[src/rtl/pj_pkg.sv]
// rtl/pj_pkg.sv - shared widths, op encodings and FSM states for the buffer consumer
package pj_pkg;

  localparam int DW    = 4;
  localparam int DEPTH = 7;
  localparam int RW    = 8;

  localparam logic [1:0] OP_SUM  = 2'd0;
  localparam logic [1:0] OP_MAX  = 2'd1;
  localparam logic [1:0] OP_MIN  = 2'd2;
  localparam logic [1:0] OP_EVEN = 2'd3;

  typedef enum logic [1:0] {
    IDLE  = 2'd0,
    DRAIN = 2'd1,
    FLUSH = 2'd2,
    DONE  = 2'd3
  } state_t;

endpackage

[src/rtl/stat_acc.sv]
// rtl/stat_acc.sv - init/accumulate datapath folding words into sum, max, min or even-count
module stat_acc
  import pj_pkg::*;
#(
  parameter int DW = pj_pkg::DW,
  parameter int RW = pj_pkg::RW
) (
  input  logic          clk,
  input  logic          rst_n,
  input  logic          init,
  input  logic          en,
  input  logic [1:0]    op,
  input  logic [DW-1:0] din,
  output logic [RW-1:0] acc
);

  localparam logic [RW-1:0] MIN_INIT = RW'((1 << DW) - 1);

  logic [RW-1:0] din_x;
  logic [RW-1:0] even_inc;

  assign din_x    = RW'(din);
  assign even_inc = {{(RW-1){1'b0}}, ~din[0]};

  // init wins over en so a fresh operation never folds a stale word
  always_ff @(posedge clk) begin
    if (!rst_n) begin
      acc <= '0;
    end else if (init) begin
      acc <= (op == OP_MIN) ? MIN_INIT : '0;
    end else if (en) begin
      case (op)
        OP_SUM:  acc <= acc + din_x;
        OP_MAX:  if (din_x > acc) acc <= din_x;
        OP_MIN:  if (din_x < acc) acc <= din_x;
        default: acc <= acc + even_inc;
      endcase
    end
  end

endmodule

[src/rtl/stream_alu.sv]
// rtl/stream_alu.sv - drains the full buffer with an rd burst and registers one statistic
module stream_alu
  import pj_pkg::*;
#(
  parameter int DW     = pj_pkg::DW,
  parameter int DEPTH  = pj_pkg::DEPTH,
  parameter int RW     = pj_pkg::RW,
  parameter int RD_LAT = 1
) (
  input  logic          clk,
  input  logic          rst_n,
  input  logic          start,
  input  logic [1:0]    math,
  input  logic          full,
  input  logic          empty,
  input  logic [DW-1:0] din,
  output logic          rd,
  output logic          busy,
  output logic          done,
  output logic          short,
  output logic [RW-1:0] result
);

  localparam int CW = $clog2(DEPTH + 1);
  localparam logic [CW-1:0] DEPTH_C = CW'(DEPTH);
  localparam logic [CW-1:0] LAST_C  = CW'(DEPTH - 1);

  state_t            state;
  logic [1:0]        op_q;
  logic [CW-1:0]     issued;
  logic [CW-1:0]     captured;
  logic [RD_LAT-1:0] vld;
  logic              launch;
  logic              cap;
  logic [1:0]        acc_op;
  logic [RW-1:0]     acc;

  // full together with empty is treated as empty, so it cannot launch
  assign launch = (state == IDLE) && start && full && !empty;
  assign rd     = (state == DRAIN) && !empty && (issued < DEPTH_C);
  assign cap    = vld[RD_LAT-1];
  assign busy   = (state != IDLE);
  assign acc_op = launch ? math : op_q;

  always_ff @(posedge clk) begin
    if (!rst_n) begin
      state    <= IDLE;
      op_q     <= OP_SUM;
      issued   <= '0;
      captured <= '0;
      vld      <= '0;
      done     <= 1'b0;
      short    <= 1'b0;
      result   <= '0;
    end else begin
      done <= 1'b0;
      vld  <= RD_LAT'({vld, rd});
      if (rd)  issued   <= issued + 1'b1;
      if (cap) captured <= captured + 1'b1;

      case (state)
        IDLE: begin
          if (launch) begin
            state    <= DRAIN;
            op_q     <= math;
            issued   <= '0;
            captured <= '0;
          end
        end
        DRAIN: begin
          if (empty || (issued == DEPTH_C) || (rd && (issued == LAST_C)))
            state <= FLUSH;
        end
        FLUSH: begin
          // only finish once every issued read has landed in the accumulator
          if ((captured == issued) && !(|vld)) begin
            state  <= DONE;
            done   <= 1'b1;
            short  <= (captured < DEPTH_C);
            result <= (captured == '0) ? '0 : acc;
          end
        end
        DONE:    state <= IDLE;
        default: state <= IDLE;
      endcase
    end
  end

  stat_acc #(
    .DW(DW),
    .RW(RW)
  ) u_stat_acc (
    .clk  (clk),
    .rst_n(rst_n),
    .init (launch),
    .en   (cap),
    .op   (acc_op),
    .din  (din),
    .acc  (acc)
  );

endmodule

[config.mk]
export PLATFORM = sky130hd
export DESIGN_NAME = stream_alu
export DESIGN_NICKNAME = d
export VERILOG_FILES = /design/src/rtl/pj_pkg.sv /design/src/rtl/stat_acc.sv /design/src/rtl/stream_alu.sv
export SDC_FILE = /design/constraint.sdc
export NUM_CORES = 1
export LEC_CHECK = 0
export ABC_AREA = 1
export CAP_MARGIN = 20
export CORE_ASPECT_RATIO = 0.8
export CORE_UTILIZATION = 49
export DETAILED_ROUTE_END_ITERATION = 16
export HOLD_SLACK_MARGIN = 0.1
export PLACE_DENSITY_LB_ADDON = 0.25
export RECOVER_POWER = 25
export SYNTH_ARGS = -nofsm -noshare
export SYNTH_HDL_FRONTEND = slang
export SYNTH_HIERARCHICAL = 1
export SYNTH_SLANG_ARGS = --single-unit
[constraint.sdc]
create_clock -name clk -period 6.49 [get_ports clk]
set_clock_uncertainty 0.05 [all_clocks]
set_input_delay 0.9735 -clock clk [delete_from_list [all_inputs] [get_ports clk]]
set_output_delay 0.9735 -clock clk [all_outputs]
set_load 0.005 [all_outputs]
== Word level (Yosys, flattened, before mapping) ==
Index checks and enable logic that the tools add are counted.

* Add/subtract/negate cells: 4
* Multipliers: 0
* Divide/modulo/power cells: 0
* Magnitude comparators: 4
* Equal/unequal tests: 13
* Shift-type cells: 0
* Mux-type cells: 19
* Bitwise operators: 1
* Reduce and logical (&&, ||, !) cells: 20

{| class="wikitable"
|+ Operator list
! kind !! count
|-
| $mux W8 || 5
|-
| $pmux W8 S3 || 1
|-
| $mux W3 || 6
|-
| $add A8 B1 Y8 || 1
|-
| $add A8 B4 Y8 || 1
|-
| $gt A4 B8 Y1 || 1
|-
| $lt A4 B8 Y1 || 1
|-
| $mux W2 || 4
|-
| $pmux W2 S4 || 1
|-
| $logic_and A1 B1 Y1 || 7
|-
| $add A3 B1 Y3 const B || 2
|-
| $eq A2 B2 Y1 const B || 3
|-
| $eq A3 B3 Y1 const B || 2
|-
| $lt A3 B3 Y1 const B || 2
|-
| $reduce_and A3 Y1 || 2
|-
| $eq A2 B1 Y1 const B || 2
|-
| $logic_not A2 Y1 || 2
|-
| $mux W4 || 1
|-
| $ne A2 B2 Y1 const B || 2
|-
| $reduce_and A2 Y1 || 2
|-
| $reduce_bool A2 Y1 || 2
|-
| $eq A3 B3 Y1 || 1
|-
| $logic_not A3 Y1 || 1
|-
| $ne A3 B2 Y1 const B || 1
|-
| other kinds (6) || 8
|}

* Bits in registers: 29
* Latch bits: 0
* Memory bits (writable): 0
* Bits in read-only memories: 0
* Input bits: 11
* Logic and storage cells: 70
* Memories kept: 0

== Logic depth before layout (Yosys ltp) ==
Gate-level depths: netlist (run 1).

* Word-level depth: 9
* Gate-level depth with buffers: 21
* Mapped depth without buffers: 21

== Hierarchy ==
The synthesis (run 1) kept the hierarchy.

{| class="wikitable"
|+ Modules (own cells, without submodules)
! module !! times used !! cells each !! area an instance (um^2) !! sequential area each (um^2)
|-
| stream_alu || 1 || 136 || 1068.5 || 420.4
|-
| stat_acc || 1 || 144 || 895.9 || 160.2
|}

== Least setup slack after synthesis (run 1) ==
OpenSTA, ideal clock, no wires.

* Kind: input port to flip-flop
* Start point: input port full
* End point: register u_stat_acc.acc[6]
* Setup time: 0.062 ns
* Data arrival time: 3.368 ns
* Required time: 6.378 ns
* Slack: 3.010 ns
* Cell stages on the path: 21
* Buffers on the path: 0
* Cells stage by stage: nand2_1 > inv_1 > nand3_1 > inv_1 > or2_2 > o21ai_0 > inv_1 > inv_1 > ha_1 > xnor2_1 > ha_1 > inv_1 > fa_1 > nand3b_1 > nand2_1 > nand2_1 > o21bai_1 > o211ai_1 > nand2_1 > nand2_1 > nor2_2

* Word-level cells in the longest chain between the ends: 7
* Elaborated cells between the ends (all ways): 13
* Classes of those cells: 4 x eq/ne; 4 x mux; 5 x reduce/logical

{| class="wikitable"
|+ RTL lines
! item !! RTL line !! text
|-
| start, declared || stream_alu.sv:14 || <nowiki>input logic full,</nowiki>
|-
| $logic_and A1 B1 Y1 * (2 in a row) || stream_alu.sv:39 || <nowiki>assign launch = (state == IDLE) && start && full && !empty;</nowiki>
|-
| named net launch || stream_alu.sv:33 || <nowiki>logic launch;</nowiki>
|-
| $mux W2 * || n/a ||
|-
| named net acc_op[1] || stream_alu.sv:35 || <nowiki>logic [1:0] acc_op;</nowiki>
|-
| $eq A2 B2 Y1, or another cell as far along || stat_acc.sv:32 || <nowiki>case (op)</nowiki>
|-
| $pmux W8 S3 || stat_acc.sv:32 ||
|-
| $mux W8 || stat_acc.sv:31 || <nowiki>end else if (en) begin</nowiki>
|-
| $mux W8 || stat_acc.sv:29 || <nowiki>end else if (init) begin</nowiki>
|-
| end signal, assigned || stat_acc.sv:30 || <nowiki>acc <= (op == OP_MIN) ? MIN_INIT : '0;</nowiki>
|-
| end signal, assigned || stat_acc.sv:33 || <nowiki>OP_SUM: acc <= acc + din_x;</nowiki>
|-
| end signal, assigned || stat_acc.sv:34 || <nowiki>OP_MAX: if (din_x > acc) acc <= din_x;</nowiki>
|-
| end, declared || stat_acc.sv:14 || <nowiki>output logic [RW-1:0] acc</nowiki>
|}

Mark *: on every way through the listed nets, which the timed path passes. The rest lies on a longest branch. The select of a mux whose other input is x is not followed.
A chain may end at the register's enable or synchronous reset.

== Worst setup path in the final report (run 1) ==
* Start point: input port empty
* End point: register u_stat_acc.acc[6]

* Word-level cells in the longest chain between the ends: 7
* Elaborated cells between the ends (all ways): 13
* Classes of those cells: 4 x eq/ne; 4 x mux; 5 x reduce/logical

{| class="wikitable"
|+ RTL lines
! item !! RTL line !! text
|-
| start, declared || stream_alu.sv:15 || <nowiki>input logic empty,</nowiki>
|-
| $logic_not A1 Y1 * || stream_alu.sv:39 ||
|-
| $logic_and A1 B1 Y1 * || stream_alu.sv:39 ||
|-
| named net launch || stream_alu.sv:33 ||
|-
| $mux W2 * || n/a ||
|-
| named net acc_op[1] || stream_alu.sv:35 ||
|-
| $eq A2 B2 Y1, or another cell as far along || stat_acc.sv:32 ||
|-
| $pmux W8 S3 || stat_acc.sv:32 ||
|-
| $mux W8 || stat_acc.sv:31 ||
|-
| $mux W8 || stat_acc.sv:29 ||
|}

Marks and branches as above.

==> results of run 1 <==
cell families after synthesis:
family / Yosys count / synth area share, %
adder cells (fa/ha/maj): 20 / 13.1
buffers and inverters: 46 / 9.11
AO/OA/AOI/OAI: 35 / 11.3
flip-flops: 29 / 29.6
XOR/XNOR: 4 / 1.78
AND/OR/NAND/NOR: 146 / 35.2
sequential cells by signal (all words and copies together) (netlist names):
| signal | count |
|---|---|
| result | 8 |
| state | 2 |
| issued | 3 |
| u_stat_acc/acc | 8 |
| captured | 3 |
| short | 1 |
| cap | 1 |
| done | 1 |
| op_q | 2 |
synthesized netlist by cell type, types with 3 or more instances:
library cell / n / share of area, %
nand3_1: 19 / 4.8
inv_1: 38 / 7.3
o21ai_0: 5 / 1.3
a21oi_1: 15 / 3.8
inv_2: 5 / 0.96
nand3_2: 3 / 1.5
ha_1: 19 / 12
nor2_1: 32 / 6.1
or2_2: 3 / 0.96
nand3b_1: 3 / 1.1
nand2_1: 69 / 13
a211oi_1: 4 / 1.5
nand2_2: 4 / 1.3
nor2_2: 4 / 1.3
o21ai_2: 8 / 3.6
dfxtp_1: 29 / 30
critical path, delay by kind of cell:
| kind | cells | cell delay (ns) |
|---|---|---|
| xor+xnor | 1 | 0.14 |
| compound gates | 3 | 0.36 |
| fa+ha+maj | 3 | 0.80 |
| simple gates | 8 | 0.99 |
| buf+inv | 6 | 0.94 |
routing by layer:
| layer | track usage [%] | vias to the layer above | part of all wire, % |
|---|---|---|---|
| met5 | 0 | - | 0 |
| met4 | 3.36 | 0 | 0.33 |
| met3 | 4.62 | 2 | 3.8 |
| met2 | 30.4 | 25 | 42 |
| met1 | 30.0 | 763 | 53 |
| li1 | - | 948 | - |
final cells by class:
cell class | count | area (µm²)
fill | 356 | 1470
multi-input combinational | 205 | 1200
sequential | 29 | 581
timing repair buffer | 22 | 220
inverter | 44 | 170
clock buffer | 5 | 68.8
tap | 55 | 68.8
clock inverter | 3 | 46.3
worst min-delay path by stage:
| stage | slack [ns] | cells past startpoint | to | start |
|---|---|---|---|---|
| final | 0.43 | 2 | result[1] | result[1] |
| after global routing | 0.45 | 2 | result[1] | result[1] |
| after CTS | 0.43 | 2 | op_q[0] | op_q[0] |
| after detailed placement | 0.42 | 2 | op_q[0] | op_q[0] |
| after global placement | 0.42 | 2 | op_q[0] | op_q[0] |
| after floorplan | 0.40 | 2 | op_q[0] | op_q[0] |
metrics by stage:
| step | std cells | utilization [%] | total power, mW |
|---|---|---|---|
| 2_1_floorplan | 280 | - | 0.456 |
| 3_3_place_gp | 355 | 58.6 | 0.534 |
| 3_5_place_dp | 355 | 58.6 | 0.536 |
| 4_1_cts | 363 | 61.6 | 0.724 |
| 5_1_grt | 363 | 61.6 | 0.777 |
| 6_report | 363 | 61.6 | 0.720 |
where the power goes:
group	total [mW]	internal, mW	switching, mW
Combinational	0.308	0.123	0.185
Clock	0.187	0.115	0.0723
Sequential	0.225	0.202	0.0231
Total	0.720	0.440	0.280
placed cells by master (no fill, tap or decap), types with 2 or more instances in the layout:
cell and n:
a211oi_1 4, a21oi_1 15, clkbuf_8 5, clkdlybuf4s50_1 12, clkinv_4 2, dfxtp_1 29
dlygate4sd3_1 10, ha_1 19, inv_1 38, inv_2 5, nand2_1 69, nand2_2 4
nand3_1 19, nand3_2 3, nand3b_1 3, nand4_1 2, nor2_1 32, nor2_2 4
nor2_4 2, o21ai_0 5, o21ai_2 8, or2_2 3, xnor2_1 2, xor2_1 2
==> metrics, run 1 <==
outcome=finished, final reports clean; Netlist cell types=32; CTS tree=built; Clock Latency Late Sink=0.28 ns; CP Launch Type=primary input; CTS clk-pin slew, worst paths=0.07 ns; r2r setup slk=3.04 ns; Yosys Warn Count=6; CP Cell Sequence=clkdlybuf4s50_1 > inv_1 > nand3_1 > inv_1 > or2_2 > o21ai_0 > inv_1 > inv_1 > ha_1 > xnor2_1 > ha_1 > inv_1 > fa_1 > nand3b_1 > nand2_1 > nand2_1 > o21bai_1 > o211ai_1 > nand2_1 > nand2_1 > nor2_2; pre-CTS WS=2.18 ns; maximum fanout along the worst path=9; initial antenna violation count=0; root buf cell=clkbuf_8; CTS Hold Bufs=0; Hold Path Class=reg2reg; EDFF count, synth=0; Via-to-Cell Ratio=4.79; ANT nets after route=0; fin crit share=62.1%; Area growth, synth to finish=20.1%; cell area after placement=2240 µm²; Crit Path Category=in2reg; vias in the first global route=1485; min Tclk post-route=4.03 ns; Max Cap Violations=0; CP startpoint=empty; DRC Markers=0; Crit. End Element=flip-flop; post-CTS sizing=0; post-route setup TNS=0 ns; endpoints failing setup=0; worst rel slew slack=39.7%; initial DRC count=86; Slew Viols, Final=0; Clock Sinks=29; Slowest-stage cell, CP=clkdlybuf4s50_1; Most used DFF post-synth=dfxtp_1; Port Buffers=22; synthesized net count=311; Critical Path RT=6.66 ns; Avg Cell Area, Syn=7.02 µm²; gr usage total=20.3%; H-tree levels=2; Slew @ Worst Pin=0.901 ns; Final Hold Viols=0; reg2reg start=state[0]; Die Footprint=4270 µm²; Post-Synthesis Cells=280; placer's final routability congestion estimate=0.864; ANT cells=0; terminus of the critical flop-to-flop path=u_stat_acc/acc[6]; HPWL Detailed=3050 µm; asr flop ratio synth=0%; Seq/Total Area, Yosys=29.6%; I/O pin total=23; vias=1738; largest net degree at the start of global routing=21; core area=3830 µm²; die height=58.6 µm; # rows=20; Final WS setup=2.46 ns; final WL=3900 µm; wire per inst=10.7 µm; Mapped Area=1960 µm²; DR pass1 iterations=4; fin nets=338; Peak VDD IR=178 µV; Initial Utilization=51.3%; total congestion overflow=0; last element of the critical path=u_stat_acc/acc[6]; Yosys reg bits=29; share of post-route cells with drive strength above 1=13.3%; Final Cell Area=2360 µm²; Pwr Density=305 nW/µm²; die span in x=72.8 µm; total CTS buffers=5; Lkg Pwr=1.12 nW; first-pass GRT wire length=6710 µm; CTS Buffer Depth=2; Largest stage delay, worst path=0.50 ns; CP arrival=4.20 ns; Final Hold Slack=0.432 ns; Post CTS Setup Buffer Count=0; FF-to-FF path depth=21; CP most frequent cell=inv_1; RSZ-0062 raised after global routing=no; FMAX=0.248 GHz
No activity file was read; power rests on OpenSTA's default activity.
==> run 2: changes to the inputs <==
==> constraint.sdc (replaced) <==
create_clock -name clk -period 4.1 [get_ports clk]
set_clock_uncertainty 0.05 [all_clocks]
set_input_delay 0.615 -clock clk [delete_from_list [all_inputs] [get_ports clk]]
set_output_delay 0.615 -clock clk [all_outputs]
set_load 0.005 [all_outputs]
==> run 2 against run 1 <==
Against the previous run: global-route usage is 2.1 points higher; cell count up 0.28%; die area did not move; clock-buffer cell count rose by 2; sequential cell count is the same; utilization down 1.3 points.
==> metrics, run 2 (synthesis gave the netlist of run 1 again) <==
share of post-route cells with drive strength above 1=11.0%; DR pass1 iterations=4; Critical Path RT=4.28 ns; Post CTS Setup Buffer Count=0; initial DRC count=91; Pwr Density=477 nW/µm²; endpoints failing setup=0; fin crit share=90.5%; DRC Markers=0; post-CTS sizing=0; Crit. End Element=flip-flop; post-route setup TNS=0 ns; Die Footprint=4270 µm²; first-pass GRT wire length=7170 µm; Sw Pwr=0.437 mW; Area growth, synth to finish=17.6%; maximum fanout along the worst path=9; Top delay family on crit path=simple AND/OR/NAND/NOR gates; Max Cap Violations=0; Final Hold Viols=0; ANT cells=0; Largest regs=result x8, u_stat_acc/acc x8; sw frac=39.6%; commonest non-fill, non-tap cell in the layout=nand2_1; # rows=20; root buf cell=clkbuf_8; vias in the first global route=1562; vias=1739; outcome=finished, final reports clean; Final Hold Slack=0.427 ns; final WL=4090 µm; die height=58.6 µm; placer's final routability congestion estimate=0.865; gr usage total=22.3%; Clock Latency Late Sink=0.29 ns; ANT nets after route=0; FMAX=0.269 GHz; cell area after placement=2250 µm²; I/O pin total=23; Slew Viols, Final=0; min Tclk post-route=3.71 ns; Port Buffers=22; Int Pwr=0.665 mW; Buf/Inv on CP=6; CTS Hold Bufs=0; CTS tree=built; RSZ-0062 raised after global routing=no; CP arrival=3.89 ns; commonest non-fill, non-tap cells in the layout=nand2_1 (70), inv_1 (38), nor2_1 (32), dfxtp_1 (29), clkdlybuf4s50_1 (21); sequential fraction of design power=32.3%; total congestion overflow=0; Clock Sinks=29; Final Cell Area=2310 µm²; total CTS buffers=5; Slew @ Worst Pin=0.434 ns; CTS clk-pin slew, worst paths=0.06 ns; CP Launch Type=primary input; H-tree levels=2; Initial Utilization=51.3%; CP most frequent cell=inv_1; core area=3830 µm²; fin nets=339; fin util=60.4%; pre-CTS WS=0.0988 ns; worst rel slew slack=71.0%; critical path depth=21; FF-to-FF path depth=21; Hold Path Class=reg2reg; combinational share of power=44.0%; wire per inst=11.2 µm; Slowest-stage cell, CP=clkdlybuf4s50_1; largest net degree at the start of global routing=13; Largest stage delay, worst path=0.50 ns; Lkg Pwr=1.07 nW; Clock power frac=23.8%; Via-to-Cell Ratio=4.78; CP Cell Sequence=clkdlybuf4s50_1 > inv_1 > nand3_1 > inv_1 > or2_2 > o21ai_0 > inv_1 > inv_1 > ha_1 > xnor2_1 > ha_1 > inv_1 > fa_1 > nand3b_1 > nand2_1 > nand2_1 > o21bai_1 > o211ai_1 > nand2_1 > nand2_1 > nor2_2; Crit Path Category=in2reg; CTS Buffer Depth=2; initial antenna violation count=0; Peak VDD IR=322 µV; die span in x=72.8 µm; Hold Path Stages=2; Final WS setup=0.389 ns; HPWL Detailed=3230 µm
==> run 2: cell types whose count changed in the layout (fill, tap and decap cells not counted) <==
cell	change
bufinv_16	-1
clkbuf_1	+1
clkbuf_8	+2
clkdlybuf4s50_1	+9
clkinv_2	+1
clkinv_4	-1
clkinvlp_4	-1
dlygate4sd3_1	-9
nand2_1	+1
nand2_8	-1
o21ai_0	+6
o21ai_2	-6
==> run 2: path summary, 6_finish.rpt <==
path	start	to	slack, ns
setup / recovery	empty	u_stat_acc/acc[6]	0.39
hold / removal	result[7]	result[7]	0.43
setup reg to reg	state[0]	u_stat_acc/acc[6]	0.61
hold reg to reg	result[7]	result[7]	0.43
==> run 2: cell type report <==
cell class / instances / area, µm²
fill: 385 / 1520
inverter: 44 / 170
clock inverter: 1 / 5.00
timing repair buffer: 23 / 224
tap: 55 / 68.8
multi-input combinational: 205 / 1170
clock buffer: 7 / 96.3
sequential: 29 / 581
==> run 2: worst min-delay path, delay by kind of cell (launching register included) <==
kind,cells,cell delay [ns]
DFF,1,0.32
and+or+nand+nor,1,0.07
AOI/OAI and AO/OA,1,0.06
==> run 2: metal layers <==
layer | vias up | wire [µm] | track usage [%]
met5 | - | 0 | 0
met3 | 7 | 176 | 5.14
met1 | 761 | 2180 | 31.1
li1 | 944 | - | -
met2 | 27 | 1690 | 33.5
met4 | 0 | 48 | 8.96
==> run 2: through the flow <==
stage / instances / power, mW
finish: 364 / 1.10
global route: 364 / 1.19
CTS: 364 / 1.12
detailed placement: 356 / 0.855
global placement: 356 / 0.846
floorplan: 280 / 0.722
==> run 2: power by group through the flow <==
stage               Sequential, mW  Clock, mW  Combinational [mW]
detailed placement           0.362          0               0.493
global route                 0.362      0.280               0.552
global placement             0.362          0               0.484
CTS                          0.356      0.269               0.499
floorplan                    0.352          0               0.370
finish                       0.356      0.262               0.485
==> run 3: changes to the inputs <==
--- a/config.mk
+++ b/config.mk
@@ -10,10 +10,10 @@
 export CORE_ASPECT_RATIO = 0.8
 export CORE_UTILIZATION = 49
 export DETAILED_ROUTE_END_ITERATION = 16
+export DONT_BUFFER_PORTS = 1
 export HOLD_SLACK_MARGIN = 0.1
 export PLACE_DENSITY_LB_ADDON = 0.25
 export RECOVER_POWER = 25
 export SYNTH_ARGS = -nofsm -noshare
 export SYNTH_HDL_FRONTEND = slang
-export SYNTH_HIERARCHICAL = 1
 export SYNTH_SLANG_ARGS = --single-unit
==> run 3 against run 2 <==
Against the previous run: synthesized cell count down 0.36%; fmax up 15%; largest cell class unchanged; first-iteration DRC count up 11%; hold slack worse by 0.022 ns; global-route usage down 0.38 points; largest power group unchanged; utilization down 5.2 points; critical path type is now reg2reg; setup slack better by 0.47 ns; clock-buffer cell count unchanged; sequential share of layout area up 2.7 points; design area down 9.9%.
==> metrics, run 3 <==
outcome=finished, final reports clean; FMAX=0.309 GHz; fin crit share=79.0%; wire per inst=12.0 µm; terminus of the critical flop-to-flop path=u_stat_acc.acc[6]; DR pass1 iterations=4; RSZ-0062 raised after global routing=no; vias in the first global route=1553; total CTS buffers=5; Largest stage delay, worst path=0.40 ns; H-tree levels=2; CP most frequent cell=ha_1; commonest non-fill, non-tap cells in the layout=nand2_1 (66), inv_1 (41), nor2_1 (30), dfxtp_1 (29), nand3_1 (22); post-route setup TNS=0 ns; root buf cell=clkbuf_8; fillers=370; Yosys Warn Count=0; Clock Latency Late Sink=0.28 ns; endpoints failing setup=0; EDFF count, synth=0; maximum fanout along the worst path=8; Peak VDD IR=221 µV; count leader, synth=nand2_1; CP Launch Type=flip-flop; Most used DFF post-synth=dfxtp_1; biggest area consumer among synthesized cells=dfxtp_1; FF-to-FF path depth=17; CTS Buffer Depth=2; vias=1697; cell area after placement=1970 µm²; die span in x=72.3 µm; CTS clk-pin slew, worst paths=0.06 ns; Largest regs=result x8, u_stat_acc.acc x8; Pwr Density=493 nW/µm²; Final Cell Area=2080 µm²; commonest cells in the netlist=nand2_1 (66), inv_1 (41), nor2_1 (30), dfxtp_1 (29), nand3_1 (22); Die Footprint=4210 µm²; CP Cell Sequence=inv_1 > ha_1 > nand3_1 > nor2_2 > or2_2 > o21ai_0 > ha_1 > xnor2_1 > ha_1 > inv_1 > fa_1 > nand3b_1 > nand2_1 > nand2_1 > o21ai_0 > a21oi_1 > nor2_1; Critical Path RT=4.27 ns; initial antenna violation count=0; I/O pin total=23; HPWL Detailed=3100 µm; Via-to-Cell Ratio=5.04; Crit Path Category=reg2reg; Worst Hold End=u_stat_acc.acc[1]; core area=3780 µm²; Netlist cell types=34; HP Start=rst_n; Mapped Area=1940 µm²; share of post-route cells with drive strength above 1=9.57%; synth top area cells=dfxtp_1 (30%), ha_1 (13%), nand2_1 (13%); Hold Path Class=in2reg; synthesized net count=311; Synth top area share=30.0%; CP arrival=3.41 ns; Seq/Total Area, Yosys=30.0%; Max Cap Violations=0; CTS tree=built; first-pass GRT wire length=6990 µm; CTS Hold Bufs=0; Port Buffers=0; Crit. End Element=flip-flop; reg2reg start=state[0]; Slowest-stage cell, CP=fa_1; Lkg Pwr=0.996 nW; # rows=20; Initial Utilization=51.3%; Slew @ Worst Pin=0.432 ns; Final Hold Viols=0; Post CTS Setup Buffer Count=0; fin nets=313; Yosys reg bits=29; post-CTS sizing=0; die height=58.2 µm; worst rel slew slack=70.9%; Avg Cell Area, Syn=6.94 µm²; total congestion overflow=0; commonest non-fill, non-tap cell in the layout=nand2_1; min Tclk post-route=3.24 ns; Post-Synthesis Cells=279; largest net degree at the start of global routing=19; final WL=4040 µm; ANT cells=0; Area growth, synth to finish=7.56%; placer's final routability congestion estimate=0.931; gr usage total=21.9%; Hold Path Stages=2; Slew Viols, Final=0; DRC Markers=0; ANT nets after route=0; asr flop ratio synth=0%; r2r setup slk=0.86 ns; initial DRC count=101; Clock Sinks=29
run 3: kinds of logic (layout without fill, tap and decap cells):
| family | Yosys count | after routing | synth area share (%) |
|---|---|---|---|
| DFF | 29 | 29 | 30.0 |
| and+or+nand+nor | 140 | 140 | 32.8 |
| adders and majority gates | 21 | 21 | 14.0 |
| AOI/OAI and AO/OA | 36 | 36 | 10.7 |
| buffers and inverters | 49 | 52 | 10.8 |
| xor gates and xnor gates | 4 | 4 | 1.81 |
run 3: worst max-delay path by stage:
stage / start / endpoint / cells after the start
after floorplan: state[0] / u_stat_acc.acc[4] / 17
after CTS: state[0] / u_stat_acc.acc[6] / 17
after global routing: state[0] / u_stat_acc.acc[6] / 15
after detailed placement: state[0] / u_stat_acc.acc[4] / 18
after global placement: state[0] / u_stat_acc.acc[4] / 18
final: state[0] / u_stat_acc.acc[6] / 17
run 3: area by class of cell:
type                            instances  area, µm²  share of cell area (%)
Inverter                               44        170                    8.17
Tap cell                               55       68.8                    3.30
Clock buffer                            7       86.3                    4.14
Multi-Input combinational cell        201       1150                    55.1
Clock inverter                          1       30.0                    1.44
Sequential cell                        29        581                    27.9
run 3: through the flow:
| step | util [%] | hold WS (ns) | power [mW] | worst slack [ns] | instances |
|---|---|---|---|---|---|
| 2_1_floorplan | - | 0.397 | 0.654 | 1.20 | 279 |
| 3_3_place_gp | 52.1 | 0.407 | 0.717 | 0.987 | 329 |
| 3_5_place_dp | 52.1 | 0.415 | 0.720 | 0.892 | 329 |
| 4_1_cts | 55.1 | 0.390 | 1.04 | 0.860 | 337 |
| 5_1_grt | 55.1 | 0.401 | 1.12 | 0.457 | 337 |
| 6_report | 55.1 | 0.406 | 1.03 | 0.862 | 337 |
run 3: critical path: cells and delay by family, from the launching register on:
family / cells / cell delay [ns]
adders and majority gates: 4 / 1.13
and+or+nand+nor: 7 / 0.95
AOI/OAI and AO/OA: 3 / 0.40
DFF: 1 / 0.31
xor gates and xnor gates: 1 / 0.17
buffers and inverters: 2 / 0.17
run 3: per-layer routing:
metal | vias up | track usage [%] | wire length [µm]
met5 | - | 0 | 0
met4 | 0 | 10.1 | 82
met1 | 730 | 31.6 | 2110
met2 | 59 | 30.2 | 1520
met3 | 12 | 5.91 | 318
li1 | 896 | - | -
run 3: power by group:
part           total [mW]  leakage (nW)  internal, mW  switching [mW]
Sequential          0.349         0.235         0.316          0.0329
Combinational       0.369         0.703         0.134           0.235
Clock               0.310        0.0585         0.198           0.112
Total                1.03         0.996         0.647           0.379
